[src/rtl/ext_irq_pkg.sv]
// Shared types and helpers for the external interrupt arbiter: FSM encoding,
// source-count ceiling and the wrap-around winner search.
package ext_irq_pkg;

  localparam int IRQ_NUM_MAX = 32;

  typedef enum logic [1:0] {
    IDLE  = 2'd0,
    REQ   = 2'd1,
    SERVE = 2'd2
  } irq_state_e;

  // First set bit of elig at or after ptr, wrapping modulo n; ptr=0 gives lowest-ID priority.
  function automatic logic [4:0] rr_winner(input logic [IRQ_NUM_MAX-1:0] elig,
                                           input logic [4:0]             ptr,
                                           input int unsigned            n);
    logic [4:0]  win;
    logic        found;
    int unsigned idx;
    win   = '0;
    found = 1'b0;
    for (int unsigned i = 0; i < IRQ_NUM_MAX; i++) begin
      idx = (32'(ptr) + i) % n;
      if (i < n && !found && elig[idx[4:0]]) begin
        win   = idx[4:0];
        found = 1'b1;
      end
    end
    return win;
  endfunction

endpackage

[src/rtl/ext_irq_sync.sv]
// Two-flop synchroniser per line plus a previous-value flop for rising-edge detect.
// Latency: sync_o lags d_i by two cycles; rise_o pulses for one cycle on a synced 0->1.
module ext_irq_sync #(
  parameter int W = 8
) (
  input  logic         clk,
  input  logic         rst_n,
  input  logic [W-1:0] d_i,
  output logic [W-1:0] sync_o,
  output logic [W-1:0] rise_o
);

  logic [W-1:0] meta_q;
  logic [W-1:0] sync_q;
  logic [W-1:0] prev_q;

  always_ff @(posedge clk or negedge rst_n) begin
    if (!rst_n) begin
      meta_q <= '0;
      sync_q <= '0;
      prev_q <= '0;
    end else begin
      meta_q <= d_i;
      sync_q <= meta_q;
      prev_q <= sync_q;
    end
  end

  assign sync_o = sync_q;
  assign rise_o = sync_q & ~prev_q;

endmodule

[src/rtl/ext_irq_arbiter.sv]
// External interrupt controller: latches synced sources, arbitrates enabled pending ones,
// holds one request on valid/ready until claimed, then stays busy until the matching completion.
module ext_irq_arbiter
  import ext_irq_pkg::*;
#(
  parameter int IRQ_NUM  = 8,
  parameter int IRQ_ID_W = 3,
  parameter int RR_EN    = 1
) (
  input  logic                clk,
  input  logic                rst_n,
  input  logic [IRQ_NUM-1:0]  irq_src_i,
  input  logic [IRQ_NUM-1:0]  irq_en_i,
  input  logic [IRQ_NUM-1:0]  irq_edge_i,
  output logic                core_ex_trap_valid_o,
  input  logic                core_ex_trap_ready_i,
  output logic [IRQ_ID_W-1:0] core_ex_trap_id_o,
  input  logic                irq_cmpl_i,
  input  logic [IRQ_ID_W-1:0] irq_cmpl_id_i,
  output logic [IRQ_NUM-1:0]  irq_pending_o,
  output logic                irq_busy_o
);

  logic [IRQ_NUM-1:0]     src_sync;
  logic [IRQ_NUM-1:0]     src_rise;
  logic [IRQ_NUM-1:0]     pend_q;
  logic [IRQ_NUM-1:0]     set_v;
  logic [IRQ_NUM-1:0]     clr_v;
  logic [IRQ_NUM-1:0]     elig;
  logic [IRQ_NUM_MAX-1:0] elig_ext;
  logic [4:0]             ptr_sel;
  logic [4:0]             win5;
  logic [IRQ_ID_W-1:0]    id_q;
  logic [IRQ_ID_W-1:0]    rr_ptr;
  logic                   claim;
  irq_state_e             state_q;
  irq_state_e             state_d;

  ext_irq_sync #(.W(IRQ_NUM)) u_sync (
    .clk    (clk),
    .rst_n  (rst_n),
    .d_i    (irq_src_i),
    .sync_o (src_sync),
    .rise_o (src_rise)
  );

  assign claim    = (state_q == REQ) && core_ex_trap_ready_i;
  assign set_v    = (irq_edge_i & src_rise) | (~irq_edge_i & src_sync);
  assign clr_v    = claim ? (IRQ_NUM'(1) << id_q) : '0;
  assign elig     = pend_q & irq_en_i;
  assign elig_ext = IRQ_NUM_MAX'(elig);
  assign ptr_sel  = (RR_EN != 0) ? 5'(rr_ptr) : 5'd0;
  assign win5     = rr_winner(elig_ext, ptr_sel, IRQ_NUM);

  // Set is OR-ed in after the clear so an edge arriving in the claim cycle survives.
  always_ff @(posedge clk or negedge rst_n) begin
    if (!rst_n) begin
      pend_q <= '0;
      id_q   <= '0;
      rr_ptr <= '0;
    end else begin
      pend_q <= (pend_q & ~clr_v) | set_v;
      if (state_q == IDLE && (|elig)) begin
        id_q <= win5[IRQ_ID_W-1:0];
      end
      if (claim && RR_EN != 0) begin
        rr_ptr <= (id_q == IRQ_ID_W'(IRQ_NUM - 1)) ? '0 : id_q + IRQ_ID_W'(1);
      end
    end
  end

  always_ff @(posedge clk or negedge rst_n) begin
    if (!rst_n) begin
      state_q <= IDLE;
    end else begin
      state_q <= state_d;
    end
  end

  always_comb begin
    state_d = state_q;
    case (state_q)
      IDLE:    if (|elig) state_d = REQ;
      REQ:     if (core_ex_trap_ready_i) state_d = SERVE;
      SERVE:   if (irq_cmpl_i && irq_cmpl_id_i == id_q) state_d = IDLE;
      default: state_d = IDLE;
    endcase
  end

  always_comb begin
    core_ex_trap_valid_o = (state_q == REQ);
    irq_busy_o           = (state_q == SERVE);
  end

  assign core_ex_trap_id_o = id_q;
  assign irq_pending_o     = pend_q;

endmodule

[config.mk]
export PLATFORM = sky130hd
export DESIGN_NAME = ext_irq_arbiter
export DESIGN_NICKNAME = d
export VERILOG_FILES = /design/src/rtl/ext_irq_pkg.sv /design/src/rtl/ext_irq_sync.sv /design/src/rtl/ext_irq_arbiter.sv
export SDC_FILE = /design/constraint.sdc
export NUM_CORES = 1
export LEC_CHECK = 0
export BUFFER_PORTS_ARGS = -buffer_cell sky130_fd_sc_hd__buf_2
export CAP_MARGIN = 30
export CORE_MARGIN = 1
export CORE_UTILIZATION = 42
export CTS_BUF_LIST = sky130_fd_sc_hd__clkbuf_16
export CTS_CLUSTER_SIZE = 40
export DETAILED_ROUTE_END_ITERATION = 8
export GPL_ROUTABILITY_DRIVEN = 0
export PLACE_DENSITY_LB_ADDON = 0.05
export SYNTH_ARGS = -nofsm -noshare
export SYNTH_HDL_FRONTEND = slang
export SYNTH_SLANG_ARGS = --single-unit
[constraint.sdc]
create_clock -name clk -period 4.3 [get_ports clk]
set_input_delay 0.86 -clock clk [delete_from_list [all_inputs] [get_ports clk]]
set_output_delay 0.86 -clock clk [all_outputs]
set_load 0.03 [all_outputs]
== After elaboration in Yosys (flattened, before gate mapping) ==
Cells that the tools add are included.

* Order comparisons: 8
* Add/subtract/negate cells: 8
* Div/mod/pow operators: 0
* Shifts and indexed selects: 1
* Eq/ne operators: 7
* Multipliers: 0
* Bitwise operators: 10
* Reductions and logical operators: 20
* Multiplexer cells: 37

{| class="wikitable"
|+ Operators by type and width
! cell !! count
|-
| $lt A3 B6 Y1 const B || 8
|-
| $and A8 B8 Y8 || 5
|-
| $mux W3 || 9
|-
| $bmux W1 S3 || 8
|-
| $not A8 Y8 || 3
|-
| $or A8 B8 Y8 || 2
|-
| $mux W1 || 15
|-
| $add A3 B3 Y3 const B || 4
|-
| $logic_and A1 B1 Y1 || 10
|-
| $mux W8 || 1
|-
| $reduce_or A8 Y1 || 1
|-
| $shl A1 B3 Y8 const A || 1
|-
| $logic_not A1 Y1 || 7
|-
| $add A3 B1 Y3 const B || 2
|-
| $add A3 B2 Y3 const B || 2
|-
| $mux W2 || 3
|-
| $ne A2 B1 Y1 const B || 3
|-
| $pmux W2 S3 || 1
|-
| $eq A3 B3 Y1 || 1
|-
| $eq A3 B3 Y1 const B || 1
|-
| $reduce_and A3 Y1 || 1
|-
| $eq A2 B1 Y1 const B || 1
|-
| $eq A2 B2 Y1 const B || 1
|-
| $logic_not A2 Y1 || 1
|}

* Output and inout port bits: 13
* Latch bits: 0
* RAM bits: 0
* Bits in registers: 40
* Bits of input ports: 31
* ROM bits: 0
* Memories kept: 0

== Logic depth before layout (Yosys ltp) ==
* Depth after elaboration: 25
* Depth in mapped cells: 11
* Depth with buffers taken out: 9

== Modules after synthesis ==
Synthesis repeated with hierarchy kept, for this count alone.

* Cell total of the unflattened synthesis: 245
* Area, all modules: 2556.2 um^2

{| class="wikitable"
|+ Modules (own cells, without submodules)
! module !! times used !! seq. area each (um^2) !! area each (um^2) !! cells each
|-
| ext_irq_arbiter || 1 || 400.4 || 1845.5 || 213
|-
| ext_irq_sync || 1 || 600.6 || 710.7 || 32
|}

== Least setup slack after synthesis ==
No wires, ideal clock.

* Kind: input-to-reg
* Start point: input port irq_en_i[2]
* End point: register id_q[2] (netlist: core_ex_trap_id_o[2])
* Setup time: 0.123 ns
* Arrival time: 2.964 ns
* Stages on the path: 7
* Path slack: 1.213 ns
* Cells stage by stage: and2_0 -> mux4_2 -> mux2_4 -> or4_4 -> or3_1 -> o211a_1 -> o221a_1

* Cells in the longest elaborated chain, start to end: 25
* Elaborated cells on any way between the ends: 48
* Classes of those cells: mux: 31; bitwise: 1; reduce/logical: 16

{| class="wikitable"
|+ RTL lines
! item !! RTL line !! source
|-
| start, declared || ext_irq_arbiter.sv:13 || <nowiki>input logic [IRQ_NUM-1:0] irq_en_i,</nowiki>
|-
| $and A8 B8 Y8 * || ext_irq_arbiter.sv:50 || <nowiki>assign elig = pend_q & irq_en_i;</nowiki>
|-
| $bmux W1 S3 || ext_irq_pkg.sv:24 || <nowiki>if (i < n && !found && elig[idx[4:0]]) begin</nowiki>
|-
| $mux W1 (not written as such) || ext_irq_pkg.sv:24 ||
|-
| $mux W1 || ext_irq_pkg.sv:24 ||
|-
| $logic_not A1 Y1 || ext_irq_pkg.sv:24 ||
|-
| $logic_and A1 B1 Y1 || ext_irq_pkg.sv:24 ||
|-
| $mux W1 || ext_irq_pkg.sv:24 ||
|-
| $logic_not A1 Y1 || ext_irq_pkg.sv:24 ||
|-
| [9 not listed] || -- ||
|-
| $logic_and A1 B1 Y1 || ext_irq_pkg.sv:24 ||
|-
| $mux W1 || ext_irq_pkg.sv:24 ||
|-
| $logic_not A1 Y1 || ext_irq_pkg.sv:24 ||
|-
| $logic_and A1 B1 Y1 || ext_irq_pkg.sv:24 ||
|-
| $mux W1 || ext_irq_pkg.sv:24 ||
|-
| $logic_not A1 Y1 || ext_irq_pkg.sv:24 ||
|-
| $logic_and A1 B1 Y1 || ext_irq_pkg.sv:24 ||
|-
| $mux W3 || ext_irq_pkg.sv:24 ||
|-
| end signal, assigned || ext_irq_arbiter.sv:64 || <nowiki>id_q <= win5[IRQ_ID_W-1:0];</nowiki>
|-
| end, declared || ext_irq_arbiter.sv:33 || <nowiki>logic [IRQ_ID_W-1:0] id_q;</nowiki>
|}

Mark *: on every way between the ends. The rest lies on a longest branch, timed or not. The select of a mux whose other input is x is not followed.
A chain may end at the register's enable or synchronous reset.

== Final worst setup path ==
* Start point: register rr_ptr[1]
* End point: register id_q[2] (netlist: core_ex_trap_id_o[2])

* Cells in the longest elaborated chain, start to end: 24
* Elaborated cells on any way between the ends: 52
* Classes of those cells: add/sub: 7; mux: 31; reduce/logical: 14

{| class="wikitable"
|+ RTL lines
! item !! RTL line !! source
|-
| start, declared || ext_irq_arbiter.sv:34 || <nowiki>logic [IRQ_ID_W-1:0] rr_ptr;</nowiki>
|-
| start signal, assigned || ext_irq_arbiter.sv:67 || <nowiki>rr_ptr <= (id_q == IRQ_ID_W'(IRQ_NUM - 1)) ? '0 : id_q + IRQ_ID_W'(1);</nowiki>
|-
| parallel branches: the longest is 23 deep, another holds $add A3 B1 Y3 || -- ||
|-
| $mux W3 * || ext_irq_pkg.sv:24 ||
|}

Every way passes the cells marked *. The select of a mux whose other input is x is not followed.

==> flow_summary.ini <==
[status]
run_status = finished clean

[detailed_routing]
wl_um = 5887
via_per_inst = 5.669
drtIter0Drc = 219
wl_met1_um = 2738
top_layer = met4
wl_met2_um = 2737
firstDrtPassIters = 5
num_vias = 1967
wl_per_cell_um = 16.97
dr_wl_met3_um = 346
drc = 0
ant_nets = 0

[timing]
period_share_pct = 77.08
drv_slew = 0
fin_skew_ns = 0.007410
finalSetupTns_ns = 0
slew_headroom_pct = 43.03
fmax_mhz = 301.7
finalSetupViolCount = 0
rsz0062_at_grt = no
worst_slew_pin_slew_ns = 0.8545
finalHoldViolCount = 0
min_period_ns = 3.315

[die]
core_mm2 = 0.005540
io_pins = 44
start_util_pct = 43.59
fp.dieH_um = 77.83
die_x_um = 77.83
rows = 27
die_area_mm2 = 0.006057

[setup_path]
crit_fanout = 10
r2r-start = rr_ptr[1]$_DFFE_PN0P_
worstPathRequired_ns = 4.47
start_kind = flop
crit_start = rr_ptr[1]$_DFFE_PN0P_
cp.arrival_ns = 3.48
critical_path_class = reg2reg
worstSetupEndpointType = flop

[final_layout]
area_growth_pct = 18.96
nets = 313
diodes = 0
nFillCells = 530
multiInputGateArea_mm2 = 0.001346
seq_area_mm2 = 0.001001
drive_gt1_share_pct = 26.55
final-instance-count-excl-fill = 347

[yosys]
netlist.top_cell.by_area = dfrtp_1
synth_commonest_cells = dfrtp_1 (40), nand2_1 (30), mux4_2 (15)
synth_cell_type_count = 47
synth_async_sr_flop_share_pct = 100.0
synthSimpleGateAreaFrac_pct = 17.98
synth_compound_area_share_pct = 14.66
synth-edff-count = 0
avgSynthCellArea_um2 = 10.50
synth_top_area_share_pct = 41.45
ys_warn_count = 0
muxShareOfSynthArea_pct = 17.15
ys_top_cells_by_area = dfrtp_1 (41%), mux4_2 (14%), nand2_1 (4.7%)
synth_xor_area_share_pct = 1.813
synth_fp_nets = 269
synth_fa_ha_area_share_pct = 4.145
syn_area_mm2 = 0.002415
synth_ff_type = dfrtp_1
synth_top_family_by_area = simple AND/OR/NAND/NOR gates
post-synth-top-count-cell = dfrtp_1
ys_ff_latch = 40
syn_inst = 230
seq_area_frac_synth_pct = 41.45

[clocking]
cts_buffers = 5
cts_resized = 0
clk_latency_ns = 0.28
cts.sinks = 40
cts_hold_buf = 0
cts.path.max_buffers = 2
tritoncts = yes
clk_root_buffer_cell = clkbuf_16
post_cts_buffers = 0
clkTransAtPathRegs_ns = 0.06
h-tree-depth = 2

[power_and_ir_drop]
p_leak_uw = 0.001235
power-per-cell-area_mw_per_mm2 = 788.0
ir_drop_uv = 272.2

[placed_design]
hpwl_um = 4568
dp.cells = 339
portBuffers = 43

[min_path]
hold_class = reg2reg
hold_start = u_sync.meta_q[4]$_DFF_PN0_

[global_routing]
antenna_found_initial = 0
grt_max_degree = 41
grt_usage_pct = 20.73
grt_pass1_vias = 1862
grt_pass1_wl_um = 9473
grt-ovfl-total = 0

[job]
cap_violations = 0
where the power goes:
group,internal (uW),switching [uW]
combinational,564,753
sequential,438,80.4
clock,276,153
total,1280,986
worst max-delay path, stage by stage (launching register included):
cell and delay [ns]:
dfrtp_1 0.55, inv_1 0.22, ha_1 0.28, nand2b_1 0.10, and2_1 0.24, mux4_2 0.62, or4_4 0.52, or3_1 0.35
o211a_1 0.13, o221a_1 0.20
registers in the layout (all words and copies together) (netlist names):
signal and cells:
core_ex_trap_id_o 3, irq_pending_o 8, rr_ptr 3, state_q 2, u_sync.meta_q 8, u_sync.prev_q 8
u_sync.sync_o 8
metrics by stage:
step	utilization [%]	area, um^2	setup slack (ns)	power (uW)	hold WS [ns]
after floorplan	-	2415	1.213	1522	0.3312
after global placement	48.76	2701	0.9998	1835	0.3332
after detailed placement	48.76	2701	0.9901	1818	0.3355
after CTS	51.85	2873	1.007	2255	0.3502
after global routing	51.85	2873	0.8586	2420	0.3510
final	51.85	2873	0.9854	2264	0.3428
path summary, 6_finish.rpt:
kind	end	slack (ns)	cells after the start
max in group asynchronous	irq_pending_o[2]$_DFF_PN0_	3.06	1
worst min register to register	u_sync.sync_o[4]$_DFF_PN0_	0.34	0
worst max-delay path	core_ex_trap_id_o[2]$_DFFE_PN0P_	0.99	9
worst max register to register	core_ex_trap_id_o[2]$_DFFE_PN0P_	0.99	9
worst min-delay path	u_sync.sync_o[4]$_DFF_PN0_	0.34	0
min in group asynchronous	state_q[1]$_DFFE_PN0P_	0.68	1
logic make-up after synthesis:
kind of cell | after synthesis
simple gates | 88
compound gates | 50
flops | 40
mux | 22
buf+inv | 17
fa+ha+maj | 8
xor+xnor | 5
layout make-up:
| class | instances | area share, % |
|---|---|---|
| timing repair buffer | 45 | 8.014 |
| multi-input combinational | 173 | 46.86 |
| clock buffer | 5 | 4.355 |
| tap | 72 | 3.136 |
| clock inverter | 3 | 1.611 |
| sequential | 40 | 34.84 |
| inverter | 9 | 1.176 |
routing by layer:
layer,vias to the layer above,GRT usage (%)
met5,-,0
met4,0,6.226
met3,7,3.765
met2,80,31.15
met1,937,30.32
li1,943,-
cells in the final DEF, fill, tap and decap left out, types with 2 or more instances in the layout:
master     instances
o21ai_1            3
clkbuf_16          5
nand3b_1           2
inv_1              7
nor2_1            12
nor3_1             4
buf_2             43
nand2_1           30
nand3_1           11
nand2b_1           4
and2_1            11
o2111ai_1          2
a21oi_1            9
dfrtp_1           40
buf_4              2
a22o_1             8
a21o_1             2
o21ai_0            9
mux2i_1            5
xnor2_1            4
or3_1              3
nor2b_1            3
mux4_2            15
ha_1               8
a211oi_1           4
nand4_1            5
(Power assumes the default switching activity.)
